File: src/rtl/load_writeback_unit.sv
// load_writeback_unit: issues a word-aligned memory read for a RISC-V load and writes the extracted, extended value to the register file.
// Optional LOAD_TIMEOUT_EN aborts a load whose response has not arrived within TIMEOUT_CYCLES cycles in WAIT.
module load_writeback_unit #(
    parameter int TIMEOUT_CYCLES = 255
) (
    input  logic        clk,
    input  logic        reset,
    input  logic        start,
    input  logic [2:0]  funct3,
    input  logic [4:0]  rd,
    input  logic [31:0] addr,
    output logic        mem_req_valid,
    input  logic        mem_req_ready,
    output logic [31:0] mem_req_addr,
    input  logic        mem_rsp_valid,
    input  logic [31:0] mem_rsp_data,
    output logic        reg_write,
    output logic [4:0]  write_reg,
    output logic [31:0] write_data,
    output logic        busy,
    output logic        load_err
);
    typedef enum logic [1:0] {IDLE, REQ, WAIT, WB} state_t;
    state_t state, state_nx;
    logic [2:0]  f3;
    logic [31:0] a;
    logic        bad, err_nx, timeout;
    logic [7:0]  byte_sel;
    logic [15:0] half_sel;
    logic [31:0] ext;

    assign bad = funct3 == 3'b011 || funct3[2:1] == 2'b11
              || (funct3[1:0] == 2'b01 && addr[0])
              || (funct3 == 3'b010 && addr[1:0] != 2'b00);
    assign byte_sel = a[1] ? (a[0] ? mem_rsp_data[31:24] : mem_rsp_data[23:16])
                           : (a[0] ? mem_rsp_data[15:8] : mem_rsp_data[7:0]);
    assign half_sel = a[1] ? mem_rsp_data[31:16] : mem_rsp_data[15:0];
    // f3[2] selects zero-extension for LBU/LHU
    assign ext = f3[1] ? mem_rsp_data
               : f3[0] ? {{16{~f3[2] & half_sel[15]}}, half_sel}
               : {{24{~f3[2] & byte_sel[7]}}, byte_sel};

`ifdef LOAD_TIMEOUT_EN
    localparam int CW = $clog2(TIMEOUT_CYCLES + 1);
    logic [CW-1:0] cnt;
    assign timeout = state == WAIT && cnt == CW'(TIMEOUT_CYCLES - 1);
    always_ff @(posedge clk or negedge reset) begin
        if (!reset) cnt <= '0;
        else        cnt <= state == WAIT ? cnt + 1'b1 : '0;
    end
`else
    assign timeout = 1'b0;
`endif

    always_comb begin
        state_nx = state;
        err_nx   = 1'b0;
        case (state)
            IDLE: if (start) begin
                if (bad) err_nx = 1'b1;
                else     state_nx = REQ;
            end
            REQ:  if (mem_req_ready) state_nx = WAIT;
            WAIT: if (mem_rsp_valid) state_nx = WB;
                  else if (timeout) begin
                      state_nx = IDLE;
                      err_nx   = 1'b1;
                  end
            default: state_nx = IDLE;
        endcase
    end

    always_ff @(posedge clk or negedge reset) begin
        if (!reset) begin
            state      <= IDLE;
            f3         <= '0;
            a          <= '0;
            write_reg  <= '0;
            write_data <= '0;
            load_err   <= 1'b0;
        end else begin
            state    <= state_nx;
            load_err <= err_nx;
            if (state == IDLE && state_nx == REQ) begin
                f3        <= funct3;
                a         <= addr;
                write_reg <= rd;
            end
            if (state == WAIT && mem_rsp_valid) write_data <= ext;
        end
    end

    assign busy          = state != IDLE;
    assign mem_req_valid = state == REQ;
    assign mem_req_addr  = {a[31:2], 2'b00};
    assign reg_write     = state == WB && write_reg != 5'd0;
endmodule

File: config.mk
export PLATFORM = sky130hd
export DESIGN_NAME = load_writeback_unit
export DESIGN_NICKNAME = d
export VERILOG_FILES = /design/src/rtl/load_writeback_unit.sv
export SDC_FILE = /design/constraint.sdc
export NUM_CORES = 1
export LEC_CHECK = 0
export ABC_CLOCK_PERIOD_IN_PS = 1700
export CAP_MARGIN = 20
export CORE_MARGIN = 2
export CORE_UTILIZATION = 35
export DETAILED_ROUTE_END_ITERATION = 6
export GPL_TIMING_DRIVEN = 0
export PLACE_DENSITY = 0.67
export SYNTH_ARGS = -nofsm -noshare
export SYNTH_HDL_FRONTEND = slang
export SYNTH_SLANG_ARGS = --single-unit
File: constraint.sdc
create_clock -name clk -period 1.7 [get_ports clk]
set_clock_uncertainty 0.05 [all_clocks]
set_input_delay 0.34 -clock clk [delete_from_list [all_inputs] [get_ports clk]]
set_output_delay 0.34 -clock clk [all_outputs]
set_load 0.02 [all_outputs]
==> summary.md, run 1 <==
| Metric | Value |
|---|---|
| Switching pwr | `4.02 mW` |
| Longest Clk Path Bufs | `2` |
| Asr flop ratio synth | `1.00` |
| Residual DRC | `0` |
| Cts bufs inserted | `9` |
| Clk_lat worst skew | `0.34 ns` |
| Routed vias | `2949` |
| HP Class | `in2reg` |
| P_int | `6.29 mW` |
| Layout cell share with drive strength beyond 1 | `0.301` |
| CP endpoint kind | `flop` |
| Final-report setup violation count | `0` |
| Initial Util | `0.357` |
| Clk pwr share | `0.121` |
| CP peak stage delay | `0.35 ns` |
| GR met3 Demand/Resource | `0.0424` |
| Critical-path top delay cell | `dfrtp_1` |
| Total grt overflow | `0` |
| Vias in the first global route | `3084` |
| CP Max Fanout | `7` |
| Antenna diodes | `0` |
| Clock transition at the registers of the reported paths | `0.08 ns` |
| P_leak | `2.83 nW` |
| Power density over the cells | `1770 nW/um^2` |
| Initial antenna violation count | `0` |
| Die area | `11800 um^2` |
| Critical path buffers and inverters | `3` |
| Grt peak-use layer | `met2` |
| Global-route met2 utilization | `0.282` |
| Synth-to-layout area growth | `51.7%` |
| Setup_tns | `0 ns` |
| Combinational share of power | `0.569` |
| Slew HR | `0.661` |
| Sw frac | `0.390` |
| H-tree level count | `3` |
| Post-DR wirelength/cell | `15.2 um` |
| WL final | `9830 um` |
| Fin crit share | `0.960` |
| Starting DRC count in detailed routing | `100` |
| Final design area excluding fillers | `5810 um^2` |
| Most common cell after layout, fill and taps aside | `dfrtp_1` |
| Final critical-path required period | `1.63 ns` |
| Largest net degree at the start of global routing | `40` |
| Post-route ant nets | `0` |
| Highest-count cells in the layout ignoring fill and taps | `dfrtp_1, clkdlybuf4s50_1, dlygate4sd2_1` |
| Flops & latches, synth | `75` |
| I/O pin cnt | `150` |
| Clk sinks | `75` |
| Sequential power share | `0.310` |
| Max cap viols | `0` |
| Unique masters post-synth | `34` |
| Detailed Routing Iterations Pass 1 | `4` |
| Die width | `109 um` |
| Seq/Total Area, Yosys | `0.490` |
| Crit Path Category | `reg2reg` |
| Final Max Slew Viols | `0` |
| Hold Violations, Final | `0` |
| CORE AREA | `10700 um^2` |
| Startpoint Class | `flop` |
| CP most frequent cell | `buf_4` |
| Syn Std Cell Area | `3830 um^2` |
| Final Total Pwr | `10.3 mW` |
| Final RePlAce weighted congestion | `0.885` |
| Final core occ | `0.541` |
| GRT Overall Usage | `0.172` |
| Fmax | `612 MHz` |
| Worst VDD drop | `0.780 mV` |
| Mean post-synth cell area | `11.7 um^2` |
| Synth warnings | `0` |
| Rows | `38` |
| TritonCTS clock tree | `built` |
| Post-DP HPWL | `7560 um` |
| Status | `complete, no violations` |
| Nets@finish | `578` |
| Slew @ Worst Pin | `0.509 ns` |
| Clk root buf | `clkbuf_8` |
| PortBufs | `147` |
| Setup ws final | `0.0673 ns` |
| Commonest register cell after synthesis | `dfrtp_1` |
| Met1 Usage GRT | `0.215` |
| Post-synth EDFFs | `0` |
| DP Worst Slack | `-0.437 ns` |
| Sequence of cells on the critical path | `buf_6 -> mux2i_4 -> nor4_4 -> buf_4 -> nor4_2 -> buf_4 -> a21oi_2` |
| Crit path required time | `1.86 ns` |
| DR vias/cell | `4.57` |
| CP Data Arrival Time | `1.79 ns` |
| Die height | `109 um` |
| Post-Syn Instances | `328` |
| Placed inst area | `5500 um^2` |
| First-pass GRT wire length | `15500 um` |
| Crit-path leading delay family | `buffers and inverters` |
layout make-up:
class	count	area, um^2
clock buffer	13	169
buffer	51	394
inverter	6	22.5
tap	140	175
timing repair buffer	162	1520
fill	1013	4930
sequential	75	1880
multi-input combinational	196	1640
clock inverter	2	10.0
cells by family after synthesis:
kind of cell	synth area share
flops	0.490
compound gates	0.116
simple gates	0.0911
buf+inv	0.103
mux	0.200
other cells	0.000979
cell usage after synthesis, types with 6 or more instances:
cell,count,area (um^2)
dfrtp_1,75,1880
mux2_4,39,586
o21ai_0,34,170
buf_4,33,248
nand2_1,33,124
clkbuf_1,10,37.5
o21ai_2,10,87.6
a21oi_1,9,45.0
mux2i_1,9,90.1
nand2b_1,9,56.3
mux2_2,8,90.1
or3_1,7,43.8
a2bb2o_1,6,60.1
buf_6,6,67.6
nor2_1,6,22.5
worst paths after layout:
path	startpoint	endpoint	slack, ns	cells past startpoint
worst min register to register	write_data[25]$_DFFE_PN0P_	write_data[25]$_DFFE_PN0P_	0.43	2
worst min-delay path	funct3[2]	f3[2]$_DFFE_PN0P_	0.29	2
worst max register to register	a[1]$_DFFE_PN0P_	write_data[14]$_DFFE_PN0P_	0.07	7
min in group asynchronous	reset	write_data[16]$_DFFE_PN0P_	0.46	2
max in group asynchronous	reset	a[31]$_DFFE_PN0P_	0.56	3
worst max-delay path	a[1]$_DFFE_PN0P_	write_data[14]$_DFFE_PN0P_	0.07	7
repair_timing:
action / in CTS / in global routing
endpoints found under the setup margin: 134 / 72
resized for setup: 87 / 30
endpoints found under the hold margin: 38 / 0
hold buffers: 1 / 0
setup buffers: 5 / 8
pin swaps: 4 / 4
through the flow:
stage                     cells  hold slack, ns
after CTS                   638           0.438
after detailed placement    617           0.303
after floorplan             329        -0.00559
final                       645           0.292
after global placement      616           0.416
after global routing        645           0.302
power groups by stage:
stage	Combinational [mW]	Sequential, mW	Clock, mW
finish	5.86	3.19	1.25
global route	6.33	3.32	1.39
CTS	5.69	3.19	1.30
detailed placement	6.11	3.21	0
global placement	6.05	3.17	0
floorplan	3.31	3.61	0
per-layer routing:
layer  wire, um  vias up
met4        195        0
met5          0        -
met1       4180     1407
met2       4900       82
li1           -     1447
met3        556       13
No activity file was read; power rests on OpenSTA's default activity.
==> inputs of run 2 (changes only) <==
GPL_ROUTABILITY_DRIVEN = 1   (was not set)
==> results of run 2 <==
The final DEF is identical to that of run 1; final timing and power are the same.
==> inputs of run 3 (changes only) <==
MAX_ROUTING_LAYER = met4   (was not set)
==> summary.md, run 3 (synthesis results as in run 1) <==
| Metric | Value |
|---|---|
| Status | `complete, no violations` |
| Clk root buf | `clkbuf_8` |
| Most common cell after layout, fill and taps aside | `dfrtp_1` |
| PortBufs | `147` |
| Hold Violations, Final | `0` |
| CP endpoint kind | `flop` |
| H-tree level count | `3` |
| Initial antenna violation count | `0` |
| Clock transition at the registers of the reported paths | `0.08 ns` |
| Post-route ant nets | `0` |
| Dpl cells | `617` |
| Cts bufs inserted | `9` |
| Sw frac | `0.390` |
| Clk_lat worst skew | `0.34 ns` |
| Largest net degree at the start of global routing | `40` |
| Combinational share of power | `0.568` |
| Vias in the first global route | `3086` |
| P_leak | `2.83 nW` |
| Sequential power share | `0.310` |
| TritonCTS clock tree | `built` |
| CP Max Fanout | `7` |
| CORE AREA | `10700 um^2` |
| Switching pwr | `4.02 mW` |
| P_int | `6.28 mW` |
| WL final | `9810 um` |
| Final RePlAce weighted congestion | `0.900` |
| Post-DP HPWL | `7560 um` |
| Residual DRC | `0` |
| Final critical-path required period | `1.63 ns` |
| Synth-to-layout area growth | `51.5%` |
| Power density over the cells | `1770 nW/um^2` |
| Fill cells | `1016` |
| DR vias/cell | `4.58` |
| Antenna diodes | `0` |
| Crit path required time | `1.86 ns` |
| Layout cell share with drive strength beyond 1 | `0.300` |
| Die area | `11800 um^2` |
| Final Max Slew Viols | `0` |
| Slew HR | `0.662` |
| Detailed Routing Iterations Pass 1 | `4` |
| Longest Clk Path Bufs | `2` |
| Fmax | `613 MHz` |
| Die height | `109 um` |
| Startpoint Class | `flop` |
| Total grt overflow | `0` |
| Slew @ Worst Pin | `0.507 ns` |
| Max cap viols | `0` |
| I/O pin cnt | `150` |
| GRT Overall Usage | `0.177` |
| Crit-path leading delay family | `buffers and inverters` |
| Final core occ | `0.540` |
| Nets@finish | `577` |
| First-pass GRT wire length | `15500 um` |
| CP Data Arrival Time | `1.79 ns` |
| Sequence of cells on the critical path | `buf_6 -> mux2i_4 -> nor4_4 -> buf_4 -> nor4_2 -> buf_4 -> a21oi_2` |
| Worst VDD drop | `0.784 mV` |
| Routed vias | `2951` |
| Cell Count, Final, Fillers Out | `644` |
| Crit Path Category | `reg2reg` |
| Clk sinks | `75` |
| Die width | `109 um` |
| Placed inst area | `5500 um^2` |
| Final-report setup violation count | `0` |
| Critical-path top delay cell | `dfrtp_1` |
| HP Class | `in2reg` |
| Fin crit share | `0.960` |
| Clk pwr share | `0.122` |
| Critical path buffers and inverters | `3` |
| CP peak stage delay | `0.35 ns` |
| Initial Util | `0.357` |
| Rows | `38` |
| Final design area excluding fillers | `5800 um^2` |
| CP most frequent cell | `buf_4` |
| Highest-count cells in the layout ignoring fill and taps | `dfrtp_1, clkdlybuf4s50_1, dlygate4sd2_1` |
| Starting DRC count in detailed routing | `90` |
| Post-DR wirelength/cell | `15.2 um` |
run 3: worst paths after layout:
| path | start | to | slack [ns] | depth (start not counted) |
|---|---|---|---|---|
| worst max-delay path | a[1]$_DFFE_PN0P_ | write_data[14]$_DFFE_PN0P_ | 0.07 | 7 |
| worst min-delay path | funct3[2] | f3[2]$_DFFE_PN0P_ | 0.29 | 2 |
| worst max register to register | a[1]$_DFFE_PN0P_ | write_data[14]$_DFFE_PN0P_ | 0.07 | 7 |
| worst min register to register | write_data[25]$_DFFE_PN0P_ | write_data[25]$_DFFE_PN0P_ | 0.43 | 2 |
| max in group asynchronous | reset | a[31]$_DFFE_PN0P_ | 0.56 | 3 |
| min in group asynchronous | reset | write_data[24]$_DFFE_PN0P_ | 0.46 | 2 |
run 3: repair_timing:
item                                    4_1_cts  5_1_grt
endpoints found under the setup margin      134       72
resized for setup                            87       30
endpoints found under the hold margin        38        0
setup buffers                                 5        7
pin swaps                                     4        4
hold buffers                                  1        0
run 3: metrics by stage:
stage / TNS [ns] / setup WS [ns] / hold WS (ns) / power [mW]
floorplan: 0 / 0.183 / -0.00559 / 6.91
global placement: -208.08 / -2.43 / 0.416 / 9.22
detailed placement: -28.25 / -0.437 / 0.303 / 9.32
CTS: 0 / 0.00255 / 0.438 / 10.2
global route: -0.0853 / -0.0306 / 0.305 / 11.0
finish: 0 / 0.0674 / 0.291 / 10.3
run 3: per-layer routing:
metal  track usage  part of all wire  vias to the layer above
li1              -                 -                     1446
met1         0.221              0.43                     1408
met2         0.282              0.50                       84
met3        0.0335             0.051                       13
met4        0.0723             0.020                        0
met5             -                 0                        -
run 3: final cells by class:
class                           instances  area [um^2]  share of cell area
Sequential cell                        75         1880               0.324
Clock buffer                           13          169              0.0291
Clock inverter                          2         10.0             0.00172
Timing Repair Buffer                  161         1510               0.261
Buffer                                 51          394              0.0679
Tap cell                              140          175              0.0302
Multi-Input combinational cell        196         1640               0.283
Inverter                                6         22.5             0.00388
run 3: power by group through the flow:
stage | Sequential (mW) | Combinational [mW] | Clock [mW]
final | 3.19 | 5.85 | 1.25
after floorplan | 3.61 | 3.31 | 0
after global placement | 3.17 | 6.05 | 0
after detailed placement | 3.21 | 6.11 | 0
after CTS | 3.19 | 5.69 | 1.30
after global routing | 3.32 | 6.32 | 1.39
